===== src/rtl/cordic_exp_scheduler_pkg.sv =====
// Shared constants, state encoding and operand helper for the exp-engine scheduler.
package cordic_exp_pkg;
  localparam int Z_W     = 7;
  localparam int XY_W    = 8;
  localparam int MAX_REQ = 8;
  localparam logic signed [XY_W-1:0] X_INIT = 8'sd32;

  typedef enum logic [1:0] {
    ST_IDLE = 2'd0,
    ST_INIT = 2'd1,
    ST_RUN  = 2'd2,
    ST_HOLD = 2'd3
  } state_t;

  // Operand idx out of a packed vector sized for the largest requester count.
  function automatic logic signed [Z_W-1:0] z_slice(input logic [MAX_REQ*Z_W-1:0] packed_z,
                                                    input int idx);
    return Z_W'(packed_z >> (idx * Z_W));
  endfunction
endpackage


===== src/rtl/cordic_exp_scheduler_if.sv =====
// Request/response channel between the neuron array and the exp scheduler.
interface cordic_exp_scheduler_if #(
  parameter int N_REQ = 4
);
  import cordic_exp_pkg::*;
  localparam int ID_W = $clog2(N_REQ);

  logic [N_REQ-1:0]       req_valid;
  logic [N_REQ*Z_W-1:0]   req_z;
  logic [N_REQ-1:0]       req_ready;
  logic                   rsp_valid;
  logic                   rsp_ready;
  logic [ID_W-1:0]        rsp_id;
  logic signed [XY_W-1:0] rsp_exp;
  logic                   rsp_timeout;

  modport slave (
    input  req_valid, req_z, rsp_ready,
    output req_ready, rsp_valid, rsp_id, rsp_exp, rsp_timeout
  );

  modport master (
    output req_valid, req_z, rsp_ready,
    input  req_ready, rsp_valid, rsp_id, rsp_exp, rsp_timeout
  );
endinterface


===== src/rtl/cordic_exp_scheduler_rr_arbiter.sv =====
// Round-robin arbiter: one-hot grant searching upward from a pointer that
// advances past the winner only when a grant is actually issued.
module rr_arbiter #(
  parameter int N_REQ = 4
) (
  input  logic                     clk,
  input  logic                     rst,
  input  logic [N_REQ-1:0]         req,
  input  logic                     en,
  output logic [N_REQ-1:0]         grant,
  output logic [$clog2(N_REQ)-1:0] grant_idx
);
  localparam int IDX_W = $clog2(N_REQ);

  logic [IDX_W-1:0] ptr;
  logic [IDX_W:0]   slot;
  logic             found;

  always_comb begin
    grant     = '0;
    grant_idx = '0;
    found     = 1'b0;
    slot      = '0;
    for (int i = 0; i < N_REQ; i++) begin
      slot = {1'b0, ptr} + (IDX_W+1)'(i);
      if (slot >= (IDX_W+1)'(N_REQ)) slot = slot - (IDX_W+1)'(N_REQ);
      if (!found && req[slot[IDX_W-1:0]]) begin
        found     = 1'b1;
        grant_idx = slot[IDX_W-1:0];
      end
    end
    if (en && found) grant[grant_idx] = 1'b1;
  end

  always_ff @(posedge clk or posedge rst) begin
    if (rst) begin
      ptr <= '0;
    end else if (en && found) begin
      ptr <= (grant_idx == IDX_W'(N_REQ-1)) ? '0 : grant_idx + 1'b1;
    end
  end
endmodule


===== src/rtl/cordic_exp_scheduler.sv =====
// Shares one pipelined hyperbolic CORDIC exp engine between N_REQ requesters.
//  state | meaning
//  IDLE  | engine parked in init, arbitrating requests
//  INIT  | operand loaded, eng_init held for INIT_CYCLES
//  RUN   | engine released, waiting for confirmed done or timeout
//  HOLD  | result presented on rsp_*, waiting for rsp_ready
module cordic_exp_scheduler
  import cordic_exp_pkg::*;
#(
  parameter int N_REQ       = 4,
  parameter int INIT_CYCLES = 2,
  parameter int TIMEOUT     = 63
) (
  input  logic                   clk,
  input  logic                   rst,
  cordic_exp_scheduler_if.slave  bus,
  output logic                   eng_init,
  output logic signed [XY_W-1:0] eng_x,
  output logic signed [XY_W-1:0] eng_y,
  output logic signed [Z_W-1:0]  eng_z,
  input  logic                   eng_done,
  input  logic signed [XY_W-1:0] eng_exp,
  output logic                   busy
);
  localparam int ID_W  = $clog2(N_REQ);
  localparam int CNT_W = $clog2(TIMEOUT+1);

  state_t                   state, state_nxt;
  logic [CNT_W-1:0]         cnt;
  logic                     done_q, done_cfm, tmo_hit, accept;
  logic [N_REQ-1:0]         grant;
  logic [ID_W-1:0]          grant_idx;
  logic [MAX_REQ*Z_W-1:0]   req_z_ext;

  rr_arbiter #(.N_REQ(N_REQ)) u_arb (
    .clk       (clk),
    .rst       (rst),
    .req       (bus.req_valid),
    .en        (state == ST_IDLE),
    .grant     (grant),
    .grant_idx (grant_idx)
  );

  always_comb begin
    req_z_ext = '0;
    req_z_ext[N_REQ*Z_W-1:0] = bus.req_z;
  end

  assign accept        = |grant;
  assign bus.req_ready = grant;
  assign bus.rsp_valid = (state == ST_HOLD);
  assign busy          = (state != ST_IDLE);
  assign eng_x         = X_INIT;
  assign eng_y         = X_INIT;

  // Two consecutive high samples ride out the engine's half-rate update.
  assign done_cfm = (state == ST_RUN) && eng_done && done_q;
  assign tmo_hit  = (state == ST_RUN) && (cnt == CNT_W'(TIMEOUT-1));

  always_comb begin
    state_nxt = state;
    case (state)
      ST_IDLE: if (accept) state_nxt = ST_INIT;
      ST_INIT: if (cnt == CNT_W'(INIT_CYCLES-1)) state_nxt = ST_RUN;
      ST_RUN:  if (done_cfm || tmo_hit) state_nxt = ST_HOLD;
      ST_HOLD: if (bus.rsp_ready) state_nxt = ST_IDLE;
      default: state_nxt = ST_IDLE;
    endcase
  end

  always_ff @(posedge clk or posedge rst) begin
    if (rst) begin
      state           <= ST_IDLE;
      cnt             <= '0;
      done_q          <= 1'b0;
      eng_init        <= 1'b1;
      eng_z           <= '0;
      bus.rsp_id      <= '0;
      bus.rsp_exp     <= '0;
      bus.rsp_timeout <= 1'b0;
    end else begin
      state    <= state_nxt;
      eng_init <= (state_nxt != ST_RUN);
      done_q   <= (state == ST_RUN) && eng_done;
      if (state != state_nxt) begin
        cnt <= '0;
      end else if (cnt != CNT_W'(TIMEOUT)) begin
        cnt <= cnt + 1'b1;
      end
      if (accept) begin
        eng_z      <= z_slice(req_z_ext, int'(grant_idx));
        bus.rsp_id <= grant_idx;
      end
      // A confirm in the same cycle as the timeout still counts as a clean finish.
      if (state == ST_RUN && state_nxt == ST_HOLD) begin
        bus.rsp_exp     <= eng_exp;
        bus.rsp_timeout <= ~done_cfm;
      end
    end
  end
endmodule


===== src/flat_wrapper.sv =====
// flat-port wrapper written by rule: the top's interface ports become plain ports
module cordic_exp_scheduler_flat import cordic_exp_pkg::*;
#(
  parameter int N_REQ       = 4,
  parameter int INIT_CYCLES = 2,
  parameter int TIMEOUT     = 63
)
  (clk, rst, eng_init, eng_x, eng_y, eng_z, eng_done, eng_exp, busy, bus_req_valid, bus_req_z, bus_rsp_ready, bus_req_ready, bus_rsp_valid, bus_rsp_id, bus_rsp_exp, bus_rsp_timeout);
  cordic_exp_scheduler_if #(.N_REQ(N_REQ)) bus_i ();
  input  logic clk;
  input  logic rst;
  output logic eng_init;
  output logic signed [XY_W-1:0] eng_x;
  output logic signed [XY_W-1:0] eng_y;
  output logic signed [Z_W-1:0] eng_z;
  input  logic eng_done;
  input  logic signed [XY_W-1:0] eng_exp;
  output logic busy;
  input wire logic [$bits(bus_i.req_valid)-1:0] bus_req_valid;
  input wire logic [$bits(bus_i.req_z)-1:0] bus_req_z;
  input wire logic [$bits(bus_i.rsp_ready)-1:0] bus_rsp_ready;
  output wire logic [$bits(bus_i.req_ready)-1:0] bus_req_ready;
  output wire logic [$bits(bus_i.rsp_valid)-1:0] bus_rsp_valid;
  output wire logic [$bits(bus_i.rsp_id)-1:0] bus_rsp_id;
  output wire logic [$bits(bus_i.rsp_exp)-1:0] bus_rsp_exp;
  output wire logic [$bits(bus_i.rsp_timeout)-1:0] bus_rsp_timeout;
  assign bus_i.req_valid = bus_req_valid;
  assign bus_i.req_z = bus_req_z;
  assign bus_i.rsp_ready = bus_rsp_ready;
  assign bus_req_ready = bus_i.req_ready;
  assign bus_rsp_valid = bus_i.rsp_valid;
  assign bus_rsp_id = bus_i.rsp_id;
  assign bus_rsp_exp = bus_i.rsp_exp;
  assign bus_rsp_timeout = bus_i.rsp_timeout;
  cordic_exp_scheduler #(.N_REQ(N_REQ), .INIT_CYCLES(INIT_CYCLES), .TIMEOUT(TIMEOUT)) u_core (.clk(clk), .rst(rst), .bus(bus_i), .eng_init(eng_init), .eng_x(eng_x), .eng_y(eng_y), .eng_z(eng_z), .eng_done(eng_done), .eng_exp(eng_exp), .busy(busy));
endmodule

===== config.mk =====
export PLATFORM = sky130hd
export DESIGN_NAME = cordic_exp_scheduler_flat
export DESIGN_NICKNAME = d
export VERILOG_FILES = /design/src/rtl/cordic_exp_scheduler_pkg.sv /design/src/rtl/cordic_exp_scheduler_if.sv /design/src/rtl/cordic_exp_scheduler_rr_arbiter.sv /design/src/rtl/cordic_exp_scheduler.sv /design/src/flat_wrapper.sv
export SDC_FILE = /design/constraint.sdc
export NUM_CORES = 1
export LEC_CHECK = 0
export CORE_UTILIZATION = 42
export CTS_CLUSTER_DIAMETER = 100
export CTS_CLUSTER_SIZE = 12
export DETAILED_ROUTE_END_ITERATION = 7
export PLACE_DENSITY = 0.8
export SYNTH_ARGS = -nofsm -noshare
export SYNTH_HDL_FRONTEND = slang
export SYNTH_SLANG_ARGS = --single-unit

===== constraint.sdc =====
create_clock -name clk -period 2.95 [get_ports clk]
set_clock_uncertainty 0.05 [all_clocks]
set_input_delay 0.295 -clock clk [delete_from_list [all_inputs] [get_ports clk]]
set_output_delay 0.295 -clock clk [all_outputs]
set_load 0.03 [all_outputs]

==> flow_summary.ini <==
[clock_tree]
postCtsSetupRepairBufs = 0
h-tree-depth = 2
cts_tree = built
clockBufferDepth = 2
numCtsBuffers = 5
cts_resized = 0
clock_latency_ps = 280
clk_pin_slew_worst_paths_ps = 70
clock-root-buffer = clkbuf_8
clock-sinks = 30
cts_hold_buf = 0

[routing]
first_iter_violations = 52
vias = 1571
drc = 0
post_drt_wl_per_cell_um = 12.59
routed_wl_um = 3915
vias_per_cell = 5.051
ant_nets = 0
drt_pass1_iterations = 4

[floorplan]
die_y_um = 70.33
coreArea_um2 = 4414
dieArea_um2 = 4946
die_x_um = 70.33
io_pins = 85
rows = 24
start_util = 0.4442

[placement]
dp.cells = 303
routabilityCongestion = 0.8018
placement.io_buffers = 68
hpwl_um = 3098

[logic_synthesis]
syn_inst = 187
synth_warnings = 0
syn_area_per_cell_um2 = 10.48
synth_area_um2 = 1961
synth_flop_cell = dfrtp_1
synth-async-reset-ratio = 1.000
netlist-cell-type-count = 54
yosysSeqAreaShare = 0.3835
synth_edf_count = 0
synth_seq_cells = 30

[run_status]
outcome = finished, final reports clean

[sta]
fmax_ghz = 0.3753
holdWs_ps = 333.9
hold_viol = 0
grt_setup_unrepaired = false
fin_crit_sh = 0.9033
setup_viol = 0
fin_crit_ps = 2665
maxSlewHeadroom = 0.6076
slew_viol_final = 0
tightest_slew_ps = 587.2
totalNegativeSetupSlack_ps = 0

[setup_path]
end_kind = output port
path_max_fanout = 11
crit_arrival_ps = 2320
r2r_setup_slack_ps = 570
required_ps = 2610
crit_type = reg -> out
critPathLaunchType = flip-flop

[worst_hold_path]
hp-class = in -> async

[layout]
antennaDiodeCount = 0
nNetsFinal = 306
syn_to_final_growth_pct = 38.29
fin_cells = 311
drive_gt1_frac = 0.1699

[global_route]
grt_max_degree = 31
grt_usage = 0.1747
grt_pass1_wl_um = 6900
grt-ovfl-total = 0
grt_antenna_before_repair = 0
grt_pass1_vias = 1526

[power]
power_density_nw_per_um2 = 937.2
ir_drop_mv = 0.4687
p_leak_uw = 0.001199

[flow_run]
cap_violations = 0
## metal layers
layer / vias to the layer above / routed length, um / GRT usage
met4: 0 / 43 / 0.06000
met2: 56 / 1904 / 0.2974
met3: 5 / 246 / 0.05339
li1: 780 / - / -
met1: 730 / 1721 / 0.2071
met5: - / 0 / 0
## flip-flops by register name, indices dropped and copies added (netlist names)
name,flops
u_core.bus.rsp_id,2
u_core.state,2
u_core.eng_z,7
u_core.done_q,1
u_core.cnt,6
u_core.bus.rsp_exp,8
u_core.u_arb.ptr,2
u_core.eng_init,1
u_core.bus.rsp_timeout,1
## layout by cell type, fill, tap and decap left out, types with 3 or more instances in the layout
cell type        instances
ha_1                     4
mux2i_1                  8
clkbuf_8                 6
inv_1                   13
conb_1                  16
o221ai_2                 8
dfrtp_1                 29
nor3_1                   3
nand3b_1                 3
a21boi_0                 7
buf_4                    7
nand3_1                  3
and2_1                   4
clkdlybuf4s50_1         66
nor3_2                   4
o21ai_1                  6
nor2_1                   6
mux2_1                   4
a31oi_1                  3
nand2b_1                 3
mux2_2                   5
nand2_1                  6
and3_1                   7
o21ai_0                  4
## cell families (layout without fill, tap and decap cells)
group	Yosys count	after routing	share of synthesized area
AND/OR/NAND/NOR	49	49	0.1512
other	2	16	0.003830
multiplexers	18	18	0.1002
buffers and inverters	37	95	0.1161
adder cells (fa/ha/maj)	4	4	0.02553
XOR/XNOR	2	2	0.008936
AO/OA/AOI/OAI	45	45	0.2106
flip-flops	30	30	0.3835
## final timing paths
path	startpoint	to	cells after the start
worst max-delay path	u_core.state[0]$_DFF_PP0_	bus_req_ready[0]	4
worst min-delay path	rst	u_core.bus.rsp_exp[7]$_DFFE_PP0P_	3
worst max register to register	u_core.u_arb.ptr[1]$_DFFE_PP0P_	u_core.bus.rsp_id[0]$_DFFE_PP0P_	7
worst min register to register	u_core.done_q$_DFF_PP0_	u_core.bus.rsp_timeout$_DFFE_PP0P_	1
max in group asynchronous	rst	u_core.eng_init$_DFF_PP1_	3
min in group clk	u_core.done_q$_DFF_PP0_	u_core.bus.rsp_timeout$_DFFE_PP0P_	1
## through the flow
step	power (uW)	area (um2)	setup WS [ps]	utilization
CTS	2564	2711	263.3	0.6142
detailed placement	2218	2616	220.1	0.5927
finish	2541	2711	285.3	0.6142
global placement	2193	2616	297.4	0.5927
global route	2719	2711	158.7	0.6142
floorplan	1782	2013	716.9	-
## synth_stat cells, drive strengths merged (3+ instances only)
library cell   n  area (um2)
dfrtp         29       725.7
buf           22       171.4
inv           14       52.55
mux2          10       116.4
o21ai         10       50.05
mux2i          8       80.08
o221ai         8       120.1
a21boi         7       52.55
and3           7       43.79
nor3           7       55.05
nand2          6       22.52
nor2           6       22.52
and2           5       33.78
a21oi          4       35.04
ha             4       50.05
a31oi          3       18.77
nand2b         3       18.77
nand3          3       15.01
nand3b         3       22.52
## area by class of cell
| class | instances | area [um2] |
|---|---|---|
| fill | 376 | 1703 |
| multi-input combinational | 134 | 1033 |
| sequential | 30 | 752.0 |
| timing repair buffer | 73 | 713.2 |
| clock buffer | 6 | 82.58 |
| tap | 52 | 65.06 |
| inverter | 14 | 52.55 |
| clock inverter | 2 | 12.51 |
## critical path, stage by stage (launching register included)
cell	delay [ps]
dfrtp_1	440
or2_1	280
a31o_1	340
nor3_1	270
clkdlybuf4s50_1	710
## report_power, final
part	switching [uW]	leakage, uW	internal [uW]
Sequential	135	0.000383	585
Clock	156	0.0000472	187
Combinational	806	0.000770	671
Power figures use the tool's default switching activity.
